`src/rtl/fft_frame_ctrl.sv`:
```
// Feeds 16-bit offset-binary samples into a streaming FFT core as framed complex words.
// One-entry holding register, one cycle latency; samples are dropped when it cannot drain.
module fft_frame_ctrl #(
  parameter int unsigned FRAME_LEN    = 4096,
  parameter logic [7:0]  CFG_WORD     = 8'h01,
  parameter int unsigned MAX_INFLIGHT = 2
) (
  input  logic        clk,
  input  logic        rst_n,
  input  logic        enable,
  input  logic [15:0] sample,
  input  logic        sample_ready,
  output logic [7:0]  cfg_tdata,
  output logic        cfg_tvalid,
  input  logic        cfg_tready,
  output logic [31:0] s_tdata,
  output logic        s_tvalid,
  output logic        s_tlast,
  input  logic        s_tready,
  input  logic        m_tvalid,
  input  logic        m_tready,
  input  logic        m_tlast,
  output logic        frame_done,
  output logic [15:0] drop_cnt,
  output logic        busy
);

  localparam int unsigned    IDX_W    = $clog2(FRAME_LEN);
  localparam logic [IDX_W-1:0] LAST_IDX = IDX_W'(FRAME_LEN - 1);
  localparam logic [1:0]     MAX_IF   = 2'(MAX_INFLIGHT);

  typedef enum logic {
    CFG = 1'b0,
    RUN = 1'b1
  } state_t;

  state_t           state;
  state_t           state_next;
  logic             cfg_vld_next;

  logic [IDX_W-1:0] idx;
  logic [IDX_W-1:0] load_idx;
  logic [1:0]       inflight;
  logic [1:0]       inflight_next;

  logic             drain;
  logic             room;
  logic             at_start;
  logic             inflight_full;
  logic             gate;
  logic             accept;
  logic             drop;
  logic             out_done;

  assign cfg_tdata = CFG_WORD;

  always_ff @(posedge clk or negedge rst_n) begin
    if (!rst_n) begin
      state      <= CFG;
      cfg_tvalid <= 1'b0;
    end else begin
      state      <= state_next;
      cfg_tvalid <= cfg_vld_next;
    end
  end

  always_comb begin
    state_next   = state;
    cfg_vld_next = 1'b0;
    case (state)
      CFG: begin
        if (cfg_tvalid && cfg_tready) begin
          state_next = RUN;
        end else begin
          cfg_vld_next = 1'b1;
        end
      end
      RUN: begin
        state_next = RUN;
      end
      default: begin
        state_next = CFG;
      end
    endcase
  end

  // load_idx is the frame position of a sample loaded this cycle: if the
  // register drains at the same edge, the new sample sits one past idx.
  always_comb begin
    drain         = s_tvalid && s_tready;
    room          = !s_tvalid || s_tready;
    load_idx      = idx + (drain ? IDX_W'(1) : IDX_W'(0));
    at_start      = (load_idx == '0);
    inflight_full = (inflight >= MAX_IF);
    gate          = !at_start || (enable && !inflight_full);
    accept        = (state == RUN) && sample_ready && room && gate;
    // A closed enable silently discards; only capacity limits count as drops.
    drop          = sample_ready && ((state != RUN) || !room ||
                                     (at_start && enable && inflight_full));
    out_done      = m_tvalid && m_tready && m_tlast;
  end

  always_comb begin
    inflight_next = inflight;
    if ((accept && at_start) && !(out_done && inflight != 2'd0)) begin
      inflight_next = inflight + 2'd1;
    end else if (!(accept && at_start) && out_done && inflight != 2'd0) begin
      inflight_next = inflight - 2'd1;
    end
  end

  always_ff @(posedge clk or negedge rst_n) begin
    if (!rst_n) begin
      s_tvalid <= 1'b0;
      s_tdata  <= 32'h0;
      s_tlast  <= 1'b0;
      idx      <= '0;
    end else begin
      if (accept) begin
        s_tvalid <= 1'b1;
        s_tdata  <= {16'h0000, ~sample[15], sample[14:0]};
        s_tlast  <= (load_idx == LAST_IDX);
      end else if (drain) begin
        s_tvalid <= 1'b0;
      end
      if (drain) begin
        idx <= idx + IDX_W'(1);
      end
    end
  end

  always_ff @(posedge clk or negedge rst_n) begin
    if (!rst_n) begin
      inflight   <= 2'd0;
      busy       <= 1'b0;
      frame_done <= 1'b0;
      drop_cnt   <= 16'h0;
    end else begin
      inflight   <= inflight_next;
      busy       <= (inflight_next != 2'd0);
      frame_done <= out_done;
      if (drop && drop_cnt != 16'hFFFF) begin
        drop_cnt <= drop_cnt + 16'd1;
      end
    end
  end

endmodule
```
`config.mk`:
```
export PLATFORM = sky130hd
export DESIGN_NAME = fft_frame_ctrl
export DESIGN_NICKNAME = d
export VERILOG_FILES = /design/src/rtl/fft_frame_ctrl.sv
export SDC_FILE = /design/constraint.sdc
export NUM_CORES = 1
export LEC_CHECK = 0
export BUFFER_PORTS_ARGS = -buffer_cell sky130_fd_sc_hd__clkbuf_2
export CAP_MARGIN = 20
export CELL_PAD_IN_SITES_DETAIL_PLACEMENT = 0
export CELL_PAD_IN_SITES_GLOBAL_PLACEMENT = 1
export CORE_MARGIN = 5
export CORE_UTILIZATION = 40
export DETAILED_ROUTE_END_ITERATION = 10
export PLACE_DENSITY_LB_ADDON = 0.1
export REMOVE_ABC_BUFFERS = 1
export SLEW_MARGIN = 20
export SYNTH_ARGS = -nofsm -noshare
export SYNTH_HDL_FRONTEND = slang
export SYNTH_SLANG_ARGS = --single-unit
```
`constraint.sdc`:
```
create_clock -name clk -period 3.8 [get_ports clk]
set_clock_uncertainty 0.05 [all_clocks]
set_input_delay 0.76 -clock clk [delete_from_list [all_inputs] [get_ports clk]]
set_output_delay 0.76 -clock clk [all_outputs]
set_load 0.03 [all_outputs]
```
==> results of run 1 <==
## final cells by class
class                      instances  area share
tap                               99      0.0372
inverter                           7     0.00790
sequential                        52       0.391
clock buffer                       5      0.0207
multi-input combinational        211       0.437
timing repair buffer              64      0.0985
clock inverter                     3     0.00715
## worst min path at each step
stage               endpoint  startpoint  slack [ns]  depth (start not counted)
global route          idx[8]       rst_n        0.39                          1
CTS                   idx[8]       rst_n        0.37                          1
global placement     s_tlast     s_tlast        0.41                          1
finish                idx[8]       rst_n        0.36                          1
detailed placement   s_tlast     s_tlast        0.42                          1
floorplan               busy       rst_n        0.41                          0
## cells by family after synthesis
kind of cell	Yosys count	synth area share
fa+ha+maj	7	0.0286
xor+xnor	29	0.0855
other cells	2	0.00253
flops	52	0.438
buf+inv	45	0.100
mux	20	0.0838
compound gates	34	0.0808
simple gates	97	0.181
## critical path, cell delays in order
cell and delay (ns):
clkbuf_2 0.08, nand2_1 0.08, inv_1 0.12, ha_1 0.30, inv_1 0.15, nor4b_1 0.44, o311a_1 0.24, nand4_1 0.33
a2111oi_2 0.48, mux2_2 0.38
## metal layers
metal,wire [um],global-route usage,up-vias,part of all wire
met5,0,0,-,0
met4,86,0.0450,0,0.014
met3,331,0.0367,6,0.052
met2,3070,0.235,52,0.49
met1,2840,0.193,1039,0.45
li1,-,-,1060,-
## stage by stage
step / instance area [um^2] / std cells
detailed placement: 3230 / 433
finish: 3330 / 441
global route: 3330 / 441
CTS: 3330 / 441
floorplan: 2780 / 270
global placement: 3230 / 433
## where the power goes
part	switching, W	internal, W
logic	0.000611	0.000355
clock network	0.000191	0.000131
registers	0.000191	0.000727
total	0.000992	0.00121
## cell usage after synthesis (2+ instances only)
library cell   n  area share
o31ai_1        2      0.0051
nand4_1        7       0.015
xor2_1        21       0.062
and2_1         2      0.0042
ha_1           6       0.025
o21a_1         2      0.0051
mux2_4         7       0.035
inv_1          7      0.0088
a211oi_1       3      0.0076
and4_1         2      0.0059
nor4b_1        2      0.0059
nor3_1         6       0.010
mux2i_1        2      0.0067
a21o_1         3      0.0076
buf_6          2      0.0076
nand3_1       16       0.027
nor4_1         4      0.0084
and3_1         6       0.013
a21oi_1       13       0.022
clkbuf_1       5      0.0063
conb_1         2      0.0025
nor2_1        12       0.015
nand2_1       28       0.035
mux2_2        11       0.042
dfrtp_1       52        0.44
or4_1          2      0.0051
o22ai_1        2      0.0042
xnor2_1        8       0.024
buf_4         24       0.061
buf_2          6       0.010
## sequential cells by signal, summed over array words and instances, names as in the netlist, 2 cells and up
| name | flops |
|---|---|
| idx | 12 |
| s_tdata | 16 |
| inflight | 2 |
| drop_cnt | 16 |
## cells in the final DEF, fill, tap and decap left out, types with 2 or more instances in the layout
| cell | count |
|---|---|
| clkbuf_2 | 61 |
| dfrtp_1 | 52 |
| nand2_1 | 28 |
| conb_1 | 24 |
| xor2_1 | 21 |
| nand3_1 | 16 |
| a21oi_1 | 13 |
| nor2_1 | 12 |
| mux2_2 | 11 |
| xnor2_1 | 8 |
| inv_1 | 7 |
| nand4_1 | 7 |
| mux2_4 | 7 |
| and3_1 | 6 |
| nor3_1 | 6 |
| ha_1 | 6 |
| clkbuf_8 | 5 |
| nor4_1 | 4 |
| a21o_1 | 3 |
| a211oi_1 | 3 |
| buf_4 | 3 |
| and2_1 | 2 |
| o31ai_1 | 2 |
| or4_1 | 2 |
| o21a_1 | 2 |
| nor4b_1 | 2 |
| o22ai_1 | 2 |
| mux2i_1 | 2 |
| and4_1 | 2 |
| clkinvlp_4 | 2 |
==> results.py, run 1 <==
metrics = {
    "outcome": {
        "run_status": "finished clean",
    },
    "layout": {
        "n_antenna_cell": 0,
        "multi_input_area_mm2": 0.00146,
        "seqCellArea_mm2": 0.00130,
        "layout-drive-gt1-share": 0.278,
        "syn2layout_area_growth_pct": 12.0,
        "layout.nets": 372,
        "fillerInstances": 737,
        "fin_util": 0.459,
    },
    "route": {
        "detail-route-antenna-nets": 0,
        "route.vias.total": 2157,
        "wl_per_cell_um": 14.3,
        "vias_per_cell": 4.89,
        "drtPass1Iterations": 4,
        "drt_iter0_drc": 65,
        "routed_wl_mm": 6.33,
        "drc": 0,
    },
    "worst_setup_path": {
        "rr_startpoint": "s_tvalid",
        "end_kind": "flip-flop",
        "crit_fanout": 8,
        "ff2ff_path_depth": 9,
        "start_kind": "primary input",
        "rrSetupSlack_ns": 0.69,
        "crit_start": "s_tready",
        "path_class": "in -> reg",
        "cp.arrival_ns": 3.37,
        "rr_endpoint": "drop_cnt[12]",
        "worstSetupEndpoint": "drop_cnt[12]",
        "worstPathRequired_ns": 3.94,
    },
    "timing": {
        "finalCritPeriodShare": 0.851,
        "hold_viol": 0,
        "worst_pin_slew_ns": 0.529,
        "max-slew-margin-rel": 0.647,
        "fmax_ghz": 0.309,
        "rsz0062_at_grt": "no",
        "report.final.slew_viol_count": 0,
        "period_minus_slack_ns": 3.23,
        "setup_slack_ns": 0.566,
        "hold_slack_ns": 0.357,
        "fin_tns_setup_ns": 0,
        "setup_viol": 0,
    },
    "logic_synthesis": {
        "yosysUniqueCellTypes": 51,
        "syn-cell-area_mm2": 0.00297,
        "yosysWarnings": 0,
        "synth_flop_cell": "dfrtp_1",
        "seq_area_frac_synth": 0.438,
        "async_flop_share": 1.00,
        "synth-edff-count": 0,
        "synth_cells": 286,
        "postSynthAreaPerCell_um2": 10.4,
        "synth_seq_cells": 52,
    },
    "placement": {
        "place.detailed.hpwl_mm": 4.78,
        "gp_congestion": 0.834,
        "place_ws_ns": 0.225,
        "portBuffers": 61,
    },
    "clock_network": {
        "cts.sinks": 52,
        "htreeDepth": 2,
        "cts_resized": 0,
        "cts_tree": "done",
        "cts_setup_buffers": 0,
        "insertion_delay_ns": 0.31,
        "clk_pin_slew_ns": 0.10,
        "cts_buffers": 5,
        "hold_buffers": 0,
        "cts_root_buf": "clkbuf_8",
        "ctsLongestPathBuffers": 2,
    },
    "global_routing": {
        "antenna_found_initial": 0,
        "grt_pass1_vias": 2160,
        "grt.total_usage": 0.146,
        "grt_max_degree": 35,
        "grt-ovfl-total": 0,
        "grt_first_pass_wirelength_mm": 10.5,
    },
    "floorplan": {
        "die_x_um": 96.2,
        "start_util": 0.410,
        "ios": 86,
        "die_area_mm2": 0.00925,
        "rows": 31,
        "die_y_um": 96.2,
        "coreArea_mm2": 0.00725,
    },
    "power_and_ir_drop": {
        "p_leak_nw": 1.59,
        "power_density_mw_per_mm2": 663,
        "peakVddDrop_mv": 0.381,
        "power_w": 0.00221,
    },
    "run": {
        "maxCapViolations": 0,
    },
    "min_path": {
        "hp-class": "in -> async",
    },
}
Power figures use the tool's default switching activity.
==> inputs of run 2 (changes only) <==
--- a/config.mk
+++ b/config.mk
@@ -10,7 +10,7 @@
 export CELL_PAD_IN_SITES_DETAIL_PLACEMENT = 0
 export CELL_PAD_IN_SITES_GLOBAL_PLACEMENT = 1
 export CORE_MARGIN = 5
-export CORE_UTILIZATION = 40
+export CORE_UTILIZATION = 36
 export DETAILED_ROUTE_END_ITERATION = 10
 export PLACE_DENSITY_LB_ADDON = 0.1
 export REMOVE_ABC_BUFFERS = 1
==> constraint.sdc (replaced) <==
create_clock -name clk -period 2.6 [get_ports clk]
set_clock_uncertainty 0.05 [all_clocks]
set_input_delay 0.52 -clock clk [delete_from_list [all_inputs] [get_ports clk]]
set_output_delay 0.52 -clock clk [all_outputs]
set_load 0.03 [all_outputs]
==> results.py, run 2 (synthesized netlist as in run 1, its figures left out) <==
metrics = {
    "outcome": {
        "run_status": "finished clean",
    },
    "layout": {
        "final_cell_mix": "61 x clkbuf_2, 49 x dfrtp_1, 27 x nand2_1",
        "multi_input_area_mm2": 0.00154,
        "seqCellArea_mm2": 0.00131,
        "n_antenna_cell": 0,
        "syn2layout_area_growth_pct": 21.9,
        "layout.nets": 396,
        "fin_util": 0.445,
        "reg_top3": "drop_cnt x16, s_tdata x16, idx x12",
        "final_area_mm2": 0.00362,
        "fillerInstances": 808,
        "stdcell_count": 471,
        "final_common_cell": "clkbuf_2",
        "layout-drive-gt1-share": 0.361,
    },
    "floorplan": {
        "die_x_um": 101,
        "die_area_mm2": 0.0102,
        "rows": 33,
        "start_util": 0.365,
        "coreArea_mm2": 0.00813,
        "ios": 86,
        "die_y_um": 101,
    },
    "worst_setup_path": {
        "rrSetupSlack_ns": 0.11,
        "worstPathRequired_ns": 2.75,
        "rr_startpoint": "idx[5]",
        "cp.arrival_ns": 2.64,
        "cp.buffers_inverters": 2,
        "crit_path_cell_trace": "nand3_1 -> or4_1 -> o211a_1 -> and3_1 -> a21o_1 -> buf_12 -> buf_4 -> a21o_1",
        "path_class": "reg -> reg",
        "start_kind": "flip-flop",
        "crit_path_max_incr_delay_ns": 0.55,
        "rr_endpoint": "s_tlast",
        "cp_common_cell": "a21o_1",
        "cp_slowest_cell": "dfrtp_1",
        "crit_fanout": 17,
        "crit_family": "simple AND/OR/NAND/NOR gates",
        "ff2ff_path_depth": 8,
        "end_kind": "flip-flop",
    },
    "route": {
        "drtPass1Iterations": 4,
        "routed_wl_mm": 6.57,
        "vias_per_cell": 4.80,
        "detail-route-antenna-nets": 0,
        "route.vias.total": 2261,
        "drc": 0,
        "wl_per_cell_um": 13.9,
        "drt_iter0_drc": 39,
    },
    "global_routing": {
        "grt_max_degree": 53,
        "grt.total_usage": 0.134,
        "grt_pass1_vias": 2311,
        "grt_first_pass_wirelength_mm": 11.0,
        "antenna_found_initial": 0,
        "grt-ovfl-total": 0,
    },
    "clock_network": {
        "htreeDepth": 2,
        "cts_buffers": 5,
        "cts.sinks": 52,
        "insertion_delay_ns": 0.30,
        "cts_tree": "done",
        "ctsLongestPathBuffers": 2,
        "clk_pin_slew_ns": 0.09,
        "cts_root_buf": "clkbuf_8",
        "hold_buffers": 0,
    },
    "placement": {
        "gp_congestion": 0.833,
        "place.detailed.hpwl_mm": 4.94,
        "postPlaceCellArea_mm2": 0.00343,
        "place_inst": 462,
        "portBuffers": 61,
    },
    "timing": {
        "rsz0062_at_grt": "yes",
        "max-slew-margin-rel": 0.551,
        "finalCritPeriodShare": 0.958,
        "report.final.slew_viol_count": 0,
        "hold_viol": 0,
        "setup_viol": 0,
        "period_minus_slack_ns": 2.49,
        "worst_pin_slew_ns": 0.674,
        "hold_slack_ns": 0.284,
        "fmax_ghz": 0.401,
    },
    "run": {
        "maxCapViolations": 0,
    },
    "power_and_ir_drop": {
        "power_density_mw_per_mm2": 936,
        "p_leak_nw": 1.73,
        "power_w": 0.00339,
        "peakVddDrop_mv": 0.458,
    },
    "min_path": {
        "hp-class": "in -> async",
    },
}
## run 2: worst max-delay path by stage
stage | start | end | slack, ns | cells after the start
after floorplan | s_tvalid | drop_cnt[12] | -0.53 | 9
after global placement | s_tready | drop_cnt[12] | -0.18 | 10
after detailed placement | s_tready | drop_cnt[12] | -0.27 | 10
after CTS | s_tvalid | drop_cnt[1] | 0.03 | 10
after global routing | s_tvalid | drop_cnt[12] | -0.01 | 9
final | idx[5] | s_tlast | 0.11 | 8
## run 2: power by group
part / leakage (nW) / switching [W] / internal [W]
Sequential: 0.627 / 0.000248 / 0.00107
Combinational: 1.06 / 0.000960 / 0.000632
Clock: 0.0445 / 0.000266 / 0.000217
Total: 1.73 / 0.00147 / 0.00192
## run 2: what timing repair did
action	CTS	global route
pin swaps	1	9
buffers inserted	0	1
endpoints found under the setup margin	1	35
resized for setup	0	21
## run 2: cell type report
class	count	area share
clock inverter	1	0.00207
sequential	52	0.360
tap	105	0.0363
clock buffer	7	0.0238
inverter	7	0.00725
multi-input combinational	211	0.426
timing repair buffer	88	0.145
## run 2: worst register-to-register path: cells and delay by family (launching register included)
family          cells  cell delay [ns]
compound gates      3             0.55
flops               1             0.55
buf+inv             2             0.31
simple gates        3             0.93
## run 2: per-layer routing
metal | track usage | share of wire | vias up
li1 | - | - | 1109
met3 | 0.0263 | 0.043 | 11
met2 | 0.223 | 0.50 | 64
met5 | 0 | 0 | -
met1 | 0.172 | 0.44 | 1077
met4 | 0.0477 | 0.017 | 0
## run 2: stage by stage
stage,setup TNS (ns),setup slack (ns)
3_3_place_gp,-2.45,-0.178
6_report,0,0.108
3_5_place_dp,-3.73,-0.272
5_1_grt,-0.00968,-0.00968
4_1_cts,0,0.0285
2_1_floorplan,-8.54,-0.527
